`src/rtl/usb_ft232h_pkg.sv`:
```
// Shared types and constants for the FT232H USB core and its TX-side arbiter.
package usb_ft232h_pkg;

  typedef enum logic [1:0] {
    ARB_IDLE  = 2'd0,
    ARB_XFER  = 2'd1,
    ARB_DRAIN = 2'd2
  } arb_state_t;

  localparam logic [2:0] USB_TXDATA_ADDR = 3'd0;

endpackage

```
`src/rtl/rr_arbiter.sv`:
```
// Combinational round-robin pick: first requesting index at or after rr_ptr_i, with wrap.
module rr_arbiter #(
  parameter int NUM_REQ = 4,
  parameter int REQ_W   = 2
) (
  input  logic [NUM_REQ-1:0] req_i,
  input  logic [REQ_W-1:0]   rr_ptr_i,
  output logic [REQ_W-1:0]   winner_o,
  output logic               any_req_o
);

  // One extra bit of headroom so the wrap works for non-power-of-2 NUM_REQ.
  function automatic logic [REQ_W-1:0] wrap_idx(input logic [REQ_W-1:0] base,
                                                input int unsigned     off);
    logic [REQ_W:0] sum;
    sum = {1'b0, base} + (REQ_W+1)'(off);
    if (sum >= (REQ_W+1)'(NUM_REQ)) sum = sum - (REQ_W+1)'(NUM_REQ);
    return sum[REQ_W-1:0];
  endfunction

  logic [REQ_W-1:0] idx;

  // Scan farthest-first so the closest requester to rr_ptr_i overwrites last.
  always_comb begin
    winner_o  = '0;
    any_req_o = 1'b0;
    idx       = '0;
    for (int i = NUM_REQ - 1; i >= 0; i--) begin
      idx = wrap_idx(rr_ptr_i, i);
      if (req_i[idx]) begin
        winner_o  = idx;
        any_req_o = 1'b1;
      end
    end
  end

endmodule

```
`src/rtl/usb_tx_arbiter.sv`:
```
// Packet-granular round-robin arbiter feeding the FT232H core TX FIFO over Avalon-MM.
// Optional mid-packet stall abort: define USB_TX_ARB_TIMEOUT_EN.
module usb_tx_arbiter
  import usb_ft232h_pkg::*;
#(
  parameter int NUM_REQ        = 4,
  parameter int REQ_W          = $clog2(NUM_REQ),
  parameter int TIMEOUT_CYCLES = 1024
) (
  input  logic                   clk_i,
  input  logic                   reset_i,
  input  logic [NUM_REQ-1:0]     req_valid_i,
  input  logic [8*NUM_REQ-1:0]   req_data_i,
  input  logic [NUM_REQ-1:0]     req_last_i,
  output logic [NUM_REQ-1:0]     req_ready_o,
  output logic [NUM_REQ-1:0]     grant_o,
  output logic                   pkt_done_o,
  output logic                   timeout_o,
  output logic [2:0]             address_o,
  output logic                   write_o,
  output logic [7:0]             writedata_o,
  input  logic                   waitrequest_i,
  output arb_state_t             dbg_state_o,
  output logic [REQ_W-1:0]       dbg_rr_ptr_o
);

  // Handshake: a requester byte transfers on every cycle where req_valid_i[k] and
  // req_ready_o[k] are both high; ready never depends on valid. Avalon side: a write
  // completes on a cycle with write_o high and waitrequest_i low.

  arb_state_t         state_q, state_d;
  logic [NUM_REQ-1:0] grant_q, grant_d;
  logic [REQ_W-1:0]   gidx_q, gidx_d;
  logic [REQ_W-1:0]   rr_ptr_q, rr_ptr_d;
  logic               write_q, write_d;
  logic [7:0]         wdata_q, wdata_d;
  logic               pkt_done_q, pkt_done_d;

  logic [REQ_W-1:0]   winner;
  logic               any_req;
  logic               sel_valid, sel_last;
  logic [7:0]         sel_data;
  logic               busy, wr_done, accept;

  rr_arbiter #(.NUM_REQ(NUM_REQ), .REQ_W(REQ_W)) u_rr (
    .req_i     (req_valid_i),
    .rr_ptr_i  (rr_ptr_q),
    .winner_o  (winner),
    .any_req_o (any_req)
  );

  always_comb begin
    sel_valid = 1'b0;
    sel_last  = 1'b0;
    sel_data  = 8'h00;
    for (int k = 0; k < NUM_REQ; k++) begin
      if (gidx_q == REQ_W'(k)) begin
        sel_valid = req_valid_i[k];
        sel_last  = req_last_i[k];
        sel_data  = req_data_i[8*k +: 8];
      end
    end
  end

  assign busy        = write_q & waitrequest_i;
  assign wr_done     = write_q & ~waitrequest_i;
  assign accept      = (state_q == ARB_XFER) & sel_valid & ~busy;
  assign req_ready_o = ((state_q == ARB_XFER) && !busy) ? grant_q : '0;

`ifdef USB_TX_ARB_TIMEOUT_EN
  localparam int             CNT_W     = $clog2(TIMEOUT_CYCLES + 1);
  localparam logic [CNT_W-1:0] STALL_MAX = CNT_W'(TIMEOUT_CYCLES - 1);
  logic [CNT_W-1:0] stall_q, stall_d;
  logic             timeout_q, timeout_d;
`endif

  always_comb begin
    state_d    = state_q;
    grant_d    = grant_q;
    gidx_d     = gidx_q;
    rr_ptr_d   = rr_ptr_q;
    write_d    = write_q;
    wdata_d    = wdata_q;
    pkt_done_d = 1'b0;
`ifdef USB_TX_ARB_TIMEOUT_EN
    stall_d    = stall_q;
    timeout_d  = 1'b0;
`endif
    case (state_q)
      ARB_IDLE: begin
        if (any_req) begin
          grant_d         = '0;
          grant_d[winner] = 1'b1;
          gidx_d          = winner;
          rr_ptr_d        = (winner == REQ_W'(NUM_REQ - 1)) ? '0 : winner + 1'b1;
          state_d         = ARB_XFER;
        end
      end
      ARB_XFER: begin
        // An accept alongside a completing write replaces the byte: back-to-back writes.
        if (accept) begin
          write_d = 1'b1;
          wdata_d = sel_data;
          if (sel_last) state_d = ARB_DRAIN;
        end else if (wr_done) begin
          write_d = 1'b0;
        end
`ifdef USB_TX_ARB_TIMEOUT_EN
        // Only requester starvation counts; core backpressure keeps write_q high.
        if (accept) begin
          stall_d = '0;
        end else if (!write_q) begin
          if (stall_q == STALL_MAX) begin
            timeout_d = 1'b1;
            grant_d   = '0;
            stall_d   = '0;
            state_d   = ARB_IDLE;
          end else begin
            stall_d = stall_q + 1'b1;
          end
        end
`endif
      end
      ARB_DRAIN: begin
        if (wr_done) begin
          write_d    = 1'b0;
          pkt_done_d = 1'b1;
          grant_d    = '0;
          state_d    = ARB_IDLE;
        end
      end
      default: begin
        state_d = ARB_IDLE;
        grant_d = '0;
        write_d = 1'b0;
      end
    endcase
  end

  always_ff @(posedge clk_i) begin
    if (reset_i) begin
      state_q    <= ARB_IDLE;
      grant_q    <= '0;
      gidx_q     <= '0;
      rr_ptr_q   <= '0;
      write_q    <= 1'b0;
      wdata_q    <= 8'h00;
      pkt_done_q <= 1'b0;
`ifdef USB_TX_ARB_TIMEOUT_EN
      stall_q    <= '0;
      timeout_q  <= 1'b0;
`endif
    end else begin
      state_q    <= state_d;
      grant_q    <= grant_d;
      gidx_q     <= gidx_d;
      rr_ptr_q   <= rr_ptr_d;
      write_q    <= write_d;
      wdata_q    <= wdata_d;
      pkt_done_q <= pkt_done_d;
`ifdef USB_TX_ARB_TIMEOUT_EN
      stall_q    <= stall_d;
      timeout_q  <= timeout_d;
`endif
    end
  end

`ifdef USB_TX_ARB_TIMEOUT_EN
  assign timeout_o = timeout_q;
`else
  // No abort logic built; a negative limit is the only way this could ever be 1.
  assign timeout_o = (TIMEOUT_CYCLES < 0);
`endif

  assign grant_o      = grant_q;
  assign pkt_done_o   = pkt_done_q;
  assign address_o    = USB_TXDATA_ADDR;
  assign write_o      = write_q;
  assign writedata_o  = wdata_q;
  assign dbg_state_o  = state_q;
  assign dbg_rr_ptr_o = rr_ptr_q;

endmodule

```
`config.mk`:
```
export PLATFORM = sky130hd
export DESIGN_NAME = usb_tx_arbiter
export DESIGN_NICKNAME = d
export VERILOG_FILES = /design/src/rtl/usb_ft232h_pkg.sv /design/src/rtl/rr_arbiter.sv /design/src/rtl/usb_tx_arbiter.sv
export SDC_FILE = /design/constraint.sdc
export NUM_CORES = 1
export LEC_CHECK = 0
export ABC_AREA = 0
export ABC_CLOCK_PERIOD_IN_PS = 2100
export CAP_MARGIN = 20
export CORE_ASPECT_RATIO = 0.5
export CORE_UTILIZATION = 40
export CTS_CLUSTER_DIAMETER = 120
export CTS_CLUSTER_SIZE = 40
export DETAILED_ROUTE_END_ITERATION = 8
export DONT_BUFFER_PORTS = 1
export GPL_ROUTABILITY_DRIVEN = 1
export PLACE_DENSITY_LB_ADDON = 0.25
export SETUP_SLACK_MARGIN = 0.5
export SKIP_CTS_REPAIR_TIMING = 1
export SYNTH_ARGS = -nofsm -noshare
export SYNTH_HDL_FRONTEND = slang
export SYNTH_SLANG_ARGS = --single-unit
```
`constraint.sdc`:
```
create_clock -name clk_i -period 2.1 [get_ports clk_i]
set_input_delay 0 -clock clk_i [delete_from_list [all_inputs] [get_ports clk_i]]
set_output_delay 0 -clock clk_i [all_outputs]
set_load 0.1 [all_outputs]
```
==> metrics.md <==
| Metric | Value |
|---|---|
| Vias in the first global route | 942 |
| Slew margin rel. | 64.5% |
| Setup crit end kind | output port |
| Worst hold path class | in -> reg |
| Tmin final | 1.66 ns |
| Initial Utilization | between 40 and 50% |
| Final Skew | 0.00698 ns |
| Total CTS buffers | 3 |
| Ys async rst share | 0% |
| Root buf cell | clkbuf_8 |
| Netlist cell types | 38 |
| Sink Count | 20 |
| Routed Antenna Nets | 0 |
| WS Path Type | reg -> out |
| Final setup viols | 0 |
| Max_cap viols | 0 |
| Hold Startpoint | reset_i |
| Final hold slack | -0.220 ns |
| IO Port Bufs | 0 |
| Synth top area share | between 30% and 40% |
| Seq cells post-synth | 20 |
| Fin crit share | ~79% |
| Hold Vio Cnt, Final | 20 |
| Max clock buf depth | 2 |
| Layout cells sized above 1 | between 30 and 40% |
| Most frequent cells after synthesis | dfxtp_1 (20), a21oi_1 (11), nor2_1 (11), mux2i_1 (9) |
| Detailed Route Iter0 Violations | 32 |
| Cell area power density | 1620 nW/um2 |
| Top FF cell, synth | dfxtp_1 |
| Most common cell in the netlist | dfxtp_1 |
| Vias per cell | between 5 and 6 |
| Multi-input logic area | 916 um2 |
| Synth Instances | 129 |
| First-pass GRT wire length | 4.24 mm |
| GP Congestion | roughly 0.8 |
| WP data required | 2.10 ns |
| Ant diodes | 0 |
| Worst vdd ir | 0.961 mV |
| Fillers | 274 |
| CTS H-tree depth | 1 |
| Register area | 422 um2 |
| Post-detail-place hpwl | 2.09 mm |
| Total Power | 2650 uW |
| Initial antenna violation count | 0 |
| Max frequency | 0.604 GHz |
| Arrival @ worst endpoint | 1.66 ns |
| Critical Path Source | dbg_state_o[1] |
| Max FO, Critical Path | 7 |
| Final nets | 200 |
| RSZ-0062 raised after global routing | yes |
| Overflow left after global routing | 0 |
| Worst slew pin tran | 0.528 ns |
| Die footprint | 3570 um2 |
| WL per Instance | 14.9 um |
| TritonCTS clock tree | done |
| Die Y | 42.8 um |
| Placeable Area | 3080 um2 |
| Clock Latency Late Sink | 0.26 ns |
| R2r startpoint | dbg_state_o[1] |
| Failing checks | negative hold slack |
| Post-Syn Area | 1330 um2 |
| Outcome | finished with violations |
| Top cells by area, synth | dfxtp_1 (30%), mux4_1 (16%), ha_1 (7.5%) |
| Sequential fraction of the synthesis area | 30.1% |
| Post-synth EDFFs | 0 |
| DRC errors left | 0 |
| Pre-Repair DR Iteration Count | 4 |
| Warnings from Yosys | 0 |
| Mean post-synth cell area | 10.3 um2 |
| Routed wire length | approximately 2.8 mm |
| Core Util, Final | 53.2% |
| Largest net degree at the start of global routing | 22 |
| Clk slew on worst S/H paths | about 0.080 ns |
| Vias | 1082 |
| I/O pin total | 69 |
| P&R area growth vs syn | 23.4% |
| Gr usage total | 15.2% |
| FP Rows | 14 |
| Leakage power | between 0.0006 and 0.0007 uW |
| Fin. max-slew vios | 0 |
| Synth area leader | dfxtp_1 |
| Startpoint types | flop |
| Fin Setup TNS | 0 ns |
| Die X-Extent | roughly 84 um |
-- worst max-delay path, cell delays in order, from the launching register on --
cell      delay (ns)
dfxtp_4         0.46
inv_4           0.12
ha_4            0.14
a21boi_4        0.28
and2_4          0.39
-- area by class of cell --
class | count | share of cell area (%)
clock buffer | 4 | 2.75
inverter | 7 | 1.76
multi-input combinational | 96 | 55.9
sequential | 20 | 25.7
tap | 40 | 3.05
timing repair buffer | 21 | 10.8
-- worst paths after layout --
kind,endpoint,cells after the start,slack [ns]
worst min-delay path,write_o,1,-0.22
worst max register to register,grant_o[0],6,0.47
worst max-delay path,req_ready_o[2],4,0.44
worst min register to register,grant_o[3],2,0.49
-- metal layers --
layer,track usage [%],routed length (um),vias to the layer above
li1,-,-,515
met1,18.0,1190,515
met2,27.4,1350,50
met3,5.25,241,2
met4,3.05,11,0
met5,0,0,-
-- layout by cell type, fill, tap and decap left out, drive strengths merged, types with 2 or more instances in the layout --
cell type / synthesis / routed
buf: 6 / 21
and2: 4 / 4
nand2: 6 / 6
ha: 8 / 8
inv: 7 / 7
o21ai: 6 / 6
dfxtp: 20 / 20
mux4: 10 / 10
nand3: 6 / 6
clkbuf: 3 / 4
mux2i: 9 / 9
a21oi: 11 / 11
conb: 1 / 4
nor2: 11 / 11
nor3b: 2 / 2
-- report_power, final --
part	total, uW	switching (uW)	internal [uW]
Combinational	1710	1140	566
Clock	266	131	135
Sequential	676	172	504
-- stage by stage --
stage | instance area, um2 | worst slack (ns) | instances
5_1_grt | 1640 | 0.378 | 188
4_1_cts | 1560 | 0.136 | 185
2_1_floorplan | 1390 | 0.445 | 132
6_report | 1640 | 0.445 | 188
3_5_place_dp | 1510 | 0.287 | 181
3_3_place_gp | 1510 | 0.370 | 181
-- cell families (layout without fill, tap and decap cells) --
kind of cell / Yosys count / count (layout) / synth area share [%]
simple gates: 34 / 34 / 13.5
compound gates: 31 / 31 / 16.4
flops: 20 / 20 / 30.1
mux: 19 / 19 / 26.0
buf+inv: 16 / 32 / 6.21
fa+ha+maj: 8 / 8 / 7.53
other cells: 1 / 4 / 0.282
-- registers in the layout, summed over array words and instances, names as in the netlist --
signal,count
grant_o,4
dbg_rr_ptr_o,2
dbg_state_o,2
pkt_done_o,1
gidx_q,2
writedata_o,8
write_o,1
Power figures use the tool's default switching activity.
